File: src/rtl/uart_tx_fifo.sv
// Transmit FIFO feeding the UART Tx controller; pops the head entry when the controller loads it.
// Optional level interrupt (IrqLevel/TxIrq) is built when UART_TX_FIFO_IRQ_EN is defined.
module uart_tx_fifo #(
    parameter int DEPTH_LOG2 = 4
) (
    input  logic                  CLK,
    input  logic                  RESETn,
    input  logic                  WrEn,
    input  logic [7:0]            WrData,
    input  logic                  Flush,
    input  logic                  OvfClr,
    input  logic                  TxBusy,
    input  logic                  TxDone,
    output logic                  TxDataReady,
    output logic [7:0]            TxData,
    output logic                  Full,
    output logic                  Empty,
    output logic [DEPTH_LOG2:0]   Count,
`ifdef UART_TX_FIFO_IRQ_EN
    input  logic [DEPTH_LOG2:0]   IrqLevel,
    output logic                  TxIrq,
`endif
    output logic                  Overflow
);

    localparam int DEPTH = 1 << DEPTH_LOG2;
    localparam logic [DEPTH_LOG2:0] DEPTH_CNT = DEPTH[DEPTH_LOG2:0];

    logic [7:0]            mem [DEPTH];
    logic [DEPTH_LOG2-1:0] wrPtr;
    logic [DEPTH_LOG2-1:0] rdPtr;
    logic [DEPTH_LOG2:0]   countReg;
    logic [DEPTH_LOG2:0]   countNext;
    logic                  txBusyD;
    logic                  txDoneD;
    logic                  overflowReg;
    logic                  load;
    logic                  wrAccept;
    logic                  popAccept;

    assign Count       = countReg;
    assign Empty       = (countReg == '0);
    assign Full        = (countReg == DEPTH_CNT);
    assign TxDataReady = !Empty;
    assign TxData      = mem[rdPtr];
    assign Overflow    = overflowReg;

    // A rising TxBusy is IDLE->START; a falling TxDone while still busy is STOP->START.
    assign load      = (TxBusy & ~txBusyD) | (txDoneD & ~TxDone & TxBusy);
    assign wrAccept  = WrEn & ~Full & ~Flush;
    assign popAccept = load & ~Empty & ~Flush;

    always_comb begin
        countNext = countReg;
        if (Flush) begin
            countNext = '0;
        end else begin
            case ({wrAccept, popAccept})
                2'b10:   countNext = countReg + 1'b1;
                2'b01:   countNext = countReg - 1'b1;
                default: countNext = countReg;
            endcase
        end
    end

    always_ff @(posedge CLK or negedge RESETn) begin
        if (!RESETn) begin
            wrPtr       <= '0;
            rdPtr       <= '0;
            countReg    <= '0;
            txBusyD     <= 1'b0;
            txDoneD     <= 1'b0;
            overflowReg <= 1'b0;
        end else begin
            txBusyD  <= TxBusy;
            txDoneD  <= TxDone;
            countReg <= countNext;
            if (Flush) begin
                rdPtr <= wrPtr;
            end else begin
                if (wrAccept)  wrPtr <= wrPtr + 1'b1;
                if (popAccept) rdPtr <= rdPtr + 1'b1;
            end
            // Full is judged before any same-cycle pop, and a new overflow beats a clear.
            if (WrEn && Full)
                overflowReg <= 1'b1;
            else if (OvfClr)
                overflowReg <= 1'b0;
        end
    end

    always_ff @(posedge CLK) begin
        if (wrAccept)
            mem[wrPtr] <= WrData;
    end

`ifdef UART_TX_FIFO_IRQ_EN
    always_ff @(posedge CLK or negedge RESETn) begin
        if (!RESETn)
            TxIrq <= 1'b0;
        else
            TxIrq <= (countNext <= IrqLevel);
    end
`endif

endmodule

File: config.mk
export PLATFORM = sky130hd
export DESIGN_NAME = uart_tx_fifo
export DESIGN_NICKNAME = d
export VERILOG_FILES = /design/src/rtl/uart_tx_fifo.sv
export SDC_FILE = /design/constraint.sdc
export NUM_CORES = 1
export LEC_CHECK = 0
export ABC_AREA = 1
export CORE_MARGIN = 2
export CORE_UTILIZATION = 59
export CTS_CLUSTER_DIAMETER = 40
export CTS_CLUSTER_SIZE = 28
export DETAILED_ROUTE_END_ITERATION = 12
export PLACE_DENSITY = 0.82
export REMOVE_ABC_BUFFERS = 1
export SYNTH_ARGS = -nofsm -noshare
export SYNTH_HDL_FRONTEND = slang
export SYNTH_SLANG_ARGS = --single-unit
File: constraint.sdc
create_clock -name CLK -period 2.4 [get_ports CLK]
set_input_delay 0.48 -clock CLK [delete_from_list [all_inputs] [get_ports CLK]]
set_output_delay 0.48 -clock CLK [all_outputs]
set_load 0.05 [all_outputs]
After elaboration in Yosys (flattened, before gate mapping)
Memory sizes are Yosys's and may differ from the RTL's.
Cells that the tools add are included.
{"block": "totals", "register_bits": 16, "ram_bits": 128, "in_bits": 15, "word_cells": 42, "output_inout_bits": 17, "mem_count": 1}
{"name": "mem", "words": 16, "width": 8, "read_ports": 1, "rd_clocked_by_memory_dff": 0, "write_ports": 1, "line_no": "29", "rtl": "logic [7:0] mem [DEPTH];"}
{"block": "classes", "mux": 8, "n_reduce_logical": 7, "addsub": 4, "n_eq_ne": 3, "bitwise_logic": 13}
{"operator": "$pmux W5 S2", "n": 1}
{"operator": "$add A4 B1 Y4 const B", "n": 2}
{"operator": "$mux W4", "n": 2}
{"operator": "$and A1 B1 Y1", "n": 7}
{"operator": "$add A5 B1 Y5 const B", "n": 1}
{"operator": "$eq A5 B5 Y1 const B", "n": 1}
{"operator": "$logic_not A5 Y1", "n": 1}
{"operator": "$mux W5", "n": 1}
{"operator": "$not A1 Y1", "n": 5}
{"operator": "$sub A5 B1 Y5 const B", "n": 1}
{"operator": "$mux W1", "n": 4}
{"operator": "$reduce_bool A2 Y1", "n": 2}
{"operator": "$reduce_bool A3 Y1", "n": 1}
{"operator": "$eq A2 B1 Y1 const B", "n": 1}
{"operator": "$eq A2 B2 Y1 const B", "n": 1}
{"operator": "$reduce_and A2 Y1", "n": 1}
{"operator": "$logic_and A1 B1 Y1", "n": 1}
{"operator": "$logic_not A1 Y1", "n": 1}
{"operator": "$or A1 B1 Y1", "n": 1}

Depth between registers and ports, before layout
Gate-level depths: netlist of the first run.
{"block": "depth", "ltp_word": 9, "ltp_mapped": 17, "depth_no_buf": 17}

Least setup slack after synthesis of the first run
No wires, ideal clock.
{"block": "synth_timing", "path_type": "register to register", "from": "register countReg[4], in the netlist Count[4]", "to": "register countReg[4], in the netlist Count[4]", "period_less_slack_ns": 2.433, "stages_incl_launch_ff": 17, "setup_ns": 0.118, "required_ns": 2.282, "path_slack_ns": -0.033, "arrival_time_ns": 2.315, "path_buffers": 0, "path_cell_list": "dfrtp_1 > inv_1 > nand3_2 > nand3_2 > inv_1 > nand2_1 > fa_1 > inv_1 > nand3_1 > nand2_1 > nand2_1 > nand2_1 > inv_1 > nand2_1 > nand2_1 > nand2_1 > nand2_1"}
{"block": "synth_via", "elab_chain_len": 7, "word_cells_on_any_way": 15, "cone_classes": "add/sub: 2; eq/ne: 3; mux: 2; bitwise: 6; reduce/logical: 2"}
{"item": "start, declared", "line_no": "32", "rtl": "logic [DEPTH_LOG2:0] countReg;"}
{"item": "start signal, assigned", "line_no": "77", "rtl": "countReg <= countNext;"}
{"item": "$eq A5 B5 Y1 or $logic_not A5 Y1 (tied branches)", "line_no": "43, 42"}
{"item": "$not A1 Y1 (on tied branches)", "line_no": "50, 51"}
{"item": "$and A1 B1 Y1 (on tied branches) (2 in a row)", "line_no": "50, 51"}
{"item": "$eq A2 B1 Y1 or $eq A2 B2 Y1 (tied branches)", "line_no": "58", "rtl": "case ({wrAccept, popAccept})"}
{"item": "$pmux W5 S2", "line_no": "58"}
{"item": "$mux W5", "line_no": "55", "rtl": "if (Flush) begin"}
Parallel ways exist; a longest one is shown, timed or not.
A chain may end at the register's enable or synchronous reset.

Worst setup path after layout of the first run
{"block": "layout_timing", "from": "register rdPtr[1]", "to": "output TxData[6]"}
{"block": "layout_via", "elab_chain_len": 1}
{"item": "start, declared", "line_no": "31", "rtl": "logic [DEPTH_LOG2-1:0] rdPtr;"}
{"item": "start signal, assigned", "line_no": "79", "rtl": "rdPtr <= wrPtr;"}
{"item": "start signal, assigned", "line_no": "82", "rtl": "if (popAccept) rdPtr <= rdPtr + 1'b1;"}
{"item": "$mem_v2 Z16 W8"}
{"item": "end, declared", "line_no": "15", "rtl": "output logic [7:0] TxData,"}
No other way between the ends.

==> impl_metrics.ini, run 1 <==
[grt]
grt-ovfl-total = 0
antenna_found_initial = 0
grt_max_degree = 47
grt_use_total_pct = 27.6
grt_first_pass_wirelength_mm = 22.6
grt_pass1_vias = 4280

[timing]
skew_ns = 0.0107
drv_slew = 0
fmax_ghz = 0.365
fin_crit_sh_pct = 114
tightest_slew_ns = 0.760
rsz0062_at_grt = yes
slew_headroom_pct = 49.2
hold_viol = 0
setup_ws_ns = -0.342
setup_viol = 8
min_period_ns = 2.74

[drt]
routed_wl_mm = 15.5
routed-via-count = 4445
first_pass_iters = 5
wire_per_inst_um = 21.6
ant_nets = 0
drtIter0Drc = 699
vias_per_cell = 6.18
drc = 0

[outcome]
violations = negative setup slack
outcome = finished with violations

[placement]
dpl_worst_slack_ns = -0.152
gp_congestion = 0.891
dp_hpwl_mm = 8.42
port_buffers = 31

[finish]
antenna_cells = 0
area_growth_pct = 26.0
final_common_cell = edfxtp_1
regArea_sq_um = 4250
fillers = 578
drive_gt1_share_pct = 22.1
multi_input_area_sq_um = 1680
final_nets = 594
layout_common_cells = edfxtp_1, nor2_1, o21ai_0

[logic_synthesis]
seq_area_frac_synth_pct = 69.8
synthMuxAreaShare_pct = 0
synth_cell_type_count = 27
synthSimpleGateAreaFrac_pct = 13.2
synth_top_area_cell = edfxtp_1
synthCells = 498
synth_seq_cells = 144
synth_fa_ha_area_share_pct = 1.98
synth_top_family_by_area = simple AND/OR/NAND/NOR gates
synth_top_cell_area_share_pct = 63.2
synth-warning-count = 0
postSynthAreaPerCell_sq_um = 12.2
synth_area_leaders = edfxtp_1, dfrtp_1, nor2_1, o21ai_0, o211ai_1
netlist_area_sq_um = 6080
synthFlopType = edfxtp_1
async_reset_ff_share_pct = 11.1
synth_edf_count = 128
synth-compound-area-share_pct = 10.6
synth_xor_area_share_pct = 0.865

[critical_path]
worst_setup_path_start_kind = flop
cp.required_ns = 1.92
worstReg2RegStart = Count[1]$_DFFE_PN0P_
crit_path_max_fanout = 5
startpoint = rdPtr[1]$_DFFE_PN0P_
crit_chain = clkinvlp_4, buf_6, buf_4, o21ai_1, o211ai_1, nand3_1, nand2_2, buf_12
slowest_delay_ns = 0.43
cp_top_family = buffers and inverters
slowest_stage = dfrtp_2
worst_setup_path_end_kind = primary output
critPathKind = flop to primary output
cp_num_buf_inv = 4
cp.arrival_ns = 2.26

[floorplan]
io_pins = 32
start_util_pct = 59.7
die_h_um = 106
core_area_sq_um = 10200
core.rowCount = 37
die_x_um = 106
dieArea_sq_um = 11100

[clock_tree]
cts_sinks = 144
cts_root_buffer = clkbuf_8
cts_buffer_depth = 2
htreeDepth = 4
cts_buffers = 17
cts_tree = built
clock_latency_ns = 0.53
clk_transition_reported_paths_ns = 0.06

[power_and_ir_drop]
power_mw = 10.3
p_leak_nw = 2.82
power_density_nw_per_um2 = 1340
peakVddDrop_uv = 991

[hold_path]
hold_path.class = input pin to async pin

[job]
max_cap_violations = 0
[state kept, by name (all words and copies together), names as in the netlist]
signal	count
Count	5
Overflow	1
mem	128
rdPtr	4
txBusyD	1
txDoneD	1
wrPtr	4
[layer usage]
layer / global-route usage [%] / up-vias / part of all wire, %
met2: 48.0 / 343 / 51
met1: 33.2 / 2095 / 34
met4: 11.6 / 0 / 4.1
li1: - / 1936 / -
met3: 6.37 / 71 / 9.9
met5: 0 / - / 0
[per-stage QoR]
stage	hold WS (ns)	cells	TNS (ns)	utilization, %	area (sq um)
floorplan	0.184	474	-5.37	-	5950
global placement	0.519	674	-0.0628	66.5	6780
detailed placement	0.520	674	-0.152	66.5	6780
CTS	0.402	712	-1.33	73.6	7490
global route	0.422	719	-2.21	75.2	7660
finish	0.403	719	-1.92	75.2	7660
[report_power, final]
| part | internal (mW) | total (mW) | switching (mW) |
|---|---|---|---|
| sequential | 2.94 | 3.14 | 0.201 |
| clock | 1.43 | 2.44 | 1.01 |
| combinational | 1.85 | 4.69 | 2.84 |
[synth_stat cells, drive strengths merged, types with 2 or more instances]
library cell and n:
o221ai 12, nand2 46, xor2 4, nor2 110, dfrtp 16, ha 8, o21ai 70, inv 22
a21oi 2, xnor2 2, buf 18, o211ai 24, nand3 28, edfxtp 128, clkbuf 6
[worst reg2reg max path, delay by kind of cell, from the launching register on]
family                   cells  cell delay, ns
AO/OA/AOI/OAI                1            0.19
flip-flops                   1            0.44
buffers and inverters        2            0.08
adder cells (fa/ha/maj)      1            0.30
AND/OR/NAND/NOR             10            1.00
[area by class of cell]
cell class | count | share of cell area [%]
Sequential cell | 144 | 55.4
Multi-Input combinational cell | 308 | 22.0
Clock buffer | 21 | 6.29
Tap cell | 136 | 2.22
Inverter | 22 | 1.27
Timing Repair Buffer | 77 | 11.8
Clock inverter | 11 | 0.980
[what timing repair did]
action	in CTS	in global routing
cloned	2	5
pin swaps	11	14
resized for setup	32	29
endpoints found under the setup margin	9	8
setup buffers	4	4
hold buffers	0	0
endpoints found under the hold margin	0	0
[path summary, 6_finish.rpt]
path | end | slack, ns | cells past startpoint
min in group CLK | txDoneD$_DFF_PN0_ | 0.41 | 1
worst max register to register | Count[4]$_DFFE_PN0P_ | 0.28 | 14
worst min register to register | wrPtr[3]$_DFFE_PN0P_ | 0.55 | 1
worst max-delay path | TxData[6] | -0.34 | 8
max in group asynchronous | rdPtr[1]$_DFFE_PN0P_ | 1.47 | 1
worst min-delay path | rdPtr[3]$_DFFE_PN0P_ | 0.40 | 1
[logic make-up (layout without fill, tap and decap cells)]
kind of cell               after synthesis  in the layout
buffers and inverters                   46            131
adders and majority gates                9              9
DFF                                    144            144
AOI/OAI and AO/OA                      108            108
and+or+nand+nor                        185            185
xor gates and xnor gates                 6              6
(Power assumes the default switching activity.)
==> inputs of run 2 (changes only) <==
--- a/config.mk
+++ b/config.mk
@@ -5,7 +5,6 @@
 export SDC_FILE = /design/constraint.sdc
 export NUM_CORES = 1
 export LEC_CHECK = 0
-export ABC_AREA = 1
 export CORE_MARGIN = 2
 export CORE_UTILIZATION = 59
 export CTS_CLUSTER_DIAMETER = 40
@@ -13,6 +12,7 @@
 export DETAILED_ROUTE_END_ITERATION = 12
 export PLACE_DENSITY = 0.82
 export REMOVE_ABC_BUFFERS = 1
+export SLEW_MARGIN = 20
 export SYNTH_ARGS = -nofsm -noshare
 export SYNTH_HDL_FRONTEND = slang
 export SYNTH_SLANG_ARGS = --single-unit
==> impl_metrics.ini, run 2 <==
[critical_path]
worst_setup_path_start_kind = flop
crit_path_max_fanout = 8
critPathKind = flop to primary output
worst_setup_path_end_kind = primary output
cp.required_ns = 1.92
cp.arrival_ns = 2.47

[timing]
skew_ns = 0.0154
fmax_ghz = 0.339
tightest_slew_ns = 0.770
fin_crit_sh_pct = 123
timing.hold.ws_ns = 0.400
min_period_ns = 2.95
drv_slew = 0
setup_ws_ns = -0.550
rsz0062_at_grt = yes
hold_viol = 0
setup_viol = 8
slew_headroom_pct = 48.5

[power_and_ir_drop]
power_mw = 9.57
power_density_nw_per_um2 = 1260
p_leak_nw = 2.70
peakVddDrop_uv = 765

[logic_synthesis]
async_reset_ff_share_pct = 11.1
synth_cell_type_count = 38
synth-warning-count = 0
synth_top_area_cell = edfxtp_1
synthCells = 297
synth_seq_cells = 144
seq_area_frac_synth_pct = 72.4
netlist_area_sq_um = 5870
synth_edf_count = 128
synth_top_cell_area_share_pct = 65.5
synth.most_common_cell = edfxtp_1
synthFlopType = edfxtp_1
synth_area_leaders = edfxtp_1, mux4_2, dfrtp_1, ha_1, xnor2_1
postSynthAreaPerCell_sq_um = 19.7
synth_common_cells = edfxtp_1, mux4_2, nor2_1, dfrtp_1, nand2_1

[finish]
layoutNonFillerInstCount = 536
drive_gt1_share_pct = 38.7
final_cell_area_sq_um = 7580
final_nets = 414
top_register = mem
final_common_cell = edfxtp_1
antenna_cells = 0
area_growth_pct = 29.2
largest_reg_flops = 128
layout_common_cells = edfxtp_1, buf_4, mux4_2
fillers = 502

[clock_tree]
cts_hold_buf = 0
clock_latency_ns = 0.53
htreeDepth = 4
cts_tree = built
cts_buffer_depth = 2
cts_root_buffer = clkbuf_8
cts_sinks = 144
clk_transition_reported_paths_ns = 0.06
cts_buffers = 17

[floorplan]
core.rowCount = 36
start_util_pct = 60.3
io_pins = 32
dieArea_sq_um = 10800
die_h_um = 104
die_x_um = 104
core_area_sq_um = 9730

[drt]
first_pass_iters = 5
wire_per_inst_um = 27.5
drc = 0
vias_per_cell = 6.29
drtIter0Drc = 335
routed_wl_mm = 14.8
routed-via-count = 3370
ant_nets = 0

[placement]
port_buffers = 31
dpl_cell_area_sq_um = 6710
dp_hpwl_mm = 7.53
dp_cells = 497
gp_congestion = 0.776

[grt]
grt_pass1_vias = 3650
grt-ovfl-total = 0
grt_max_degree = 23
grt_use_total_pct = 29.6
antenna_found_initial = 0
grt_first_pass_wirelength_mm = 22.2

[job]
max_cap_violations = 0

[outcome]
violations = negative setup slack
outcome = finished with violations

[hold_path]
hold_path.class = input pin to async pin
run 2: changes by cell type after synthesis, moves of 6 or more:
| cell | previous run | this run |
|---|---|---|
| nor2_1 | 105 | 18 |
| o21ai_0 | 66 | 2 |
| mux4_2 | 0 | 40 |
| nand2_1 | 41 | 14 |
| nand3_1 | 23 | 0 |
| o211ai_1 | 24 | 1 |
| o221ai_1 | 12 | 0 |
| inv_1 | 18 | 9 |
| buf_4 | 6 | 0 |
| nor3_1 | 0 | 6 |
| xnor2_1 | 2 | 8 |
run 2: final cells by class:
| type | count | area [sq um] | share of cell area [%] |
|---|---|---|---|
| tap | 133 | 166 | 2.20 |
| multi-input combinational | 130 | 1610 | 21.3 |
| sequential | 144 | 4250 | 56.0 |
| clock inverter | 13 | 216 | 2.86 |
| inverter | 10 | 40.0 | 0.528 |
| timing repair buffer | 87 | 875 | 11.5 |
| clock buffer | 19 | 422 | 5.56 |
run 2: final timing paths:
kind                                       from                    to  slack [ns]  cells past startpoint
max                        rdPtr[0]$_DFFE_PN0P_             TxData[7]       -0.55                      5
min                                      RESETn  Count[4]$_DFFE_PN0P_        0.40                      1
max reg2reg                Count[3]$_DFFE_PN0P_  Count[4]$_DFFE_PN0P_        0.06                      8
min reg2reg                Overflow$_DFFE_PN0P_  Overflow$_DFFE_PN0P_        0.52                      1
max in group asynchronous                RESETn  rdPtr[0]$_DFFE_PN0P_        1.46                      1
min in group CLK                         TxDone     txDoneD$_DFF_PN0_        0.43                      1
run 2: report_power, final:
part | total (mW) | switching, mW | internal (mW)
Combinational | 3.57 | 1.85 | 1.72
Sequential | 3.13 | 0.204 | 2.93
Clock | 2.87 | 0.984 | 1.88
Total | 9.57 | 3.04 | 6.53
run 2: cells by family after synthesis:
family	after synthesis	share of synthesized area, %
xor gates and xnor gates	9	1.34
buffers and inverters	23	1.56
DFF	144	72.4
AOI/OAI and AO/OA	19	2.71
and+or+nand+nor	49	3.93
muxes	44	16.1
adders and majority gates	9	2.05
run 2: per-layer routing:
layer / wire [um] / vias up / GRT usage [%]
li1: - / 1382 / -
met1: 5340 / 1733 / 36.0
met2: 7590 / 212 / 47.4
met3: 1200 / 43 / 8.75
met4: 626 / 0 / 18.0
met5: 0 / - / 0
run 2: repair_timing:
| action | 4_1_cts | 5_1_grt |
|---|---|---|
| resized for setup | 16 | 16 |
| setup endpoints to repair | 12 | 15 |
| cloned | 1 | 1 |
| setup buffers | 3 | 2 |
| pin swaps | 2 | 6 |
run 2: worst max-delay path, cell delays in order (launching register included):
cell     delay, ns
dfrtp_2       0.39
buf_12        0.13
buf_12        0.15
mux4_2        0.55
mux4_2        0.53
buf_6         0.18
run 2: per-stage QoR:
step,util (%),worst slack [ns],setup TNS [ns]
finish,77.9,-0.550,-3.83
global route,77.9,-0.604,-4.34
CTS,76.8,-0.503,-3.80
detailed placement,68.9,-0.524,-1.70
global placement,68.9,-0.410,-1.04
floorplan,-,-0.793,-29.80
==> inputs of run 3 (changes only) <==
--- a/config.mk
+++ b/config.mk
@@ -12,7 +12,6 @@
 export DETAILED_ROUTE_END_ITERATION = 12
 export PLACE_DENSITY = 0.82
 export REMOVE_ABC_BUFFERS = 1
-export SLEW_MARGIN = 20
 export SYNTH_ARGS = -nofsm -noshare
 export SYNTH_HDL_FRONTEND = slang
 export SYNTH_SLANG_ARGS = --single-unit
==> results of run 3 <==
No change in the layout: final DEF, timing and power equal those of run 2.
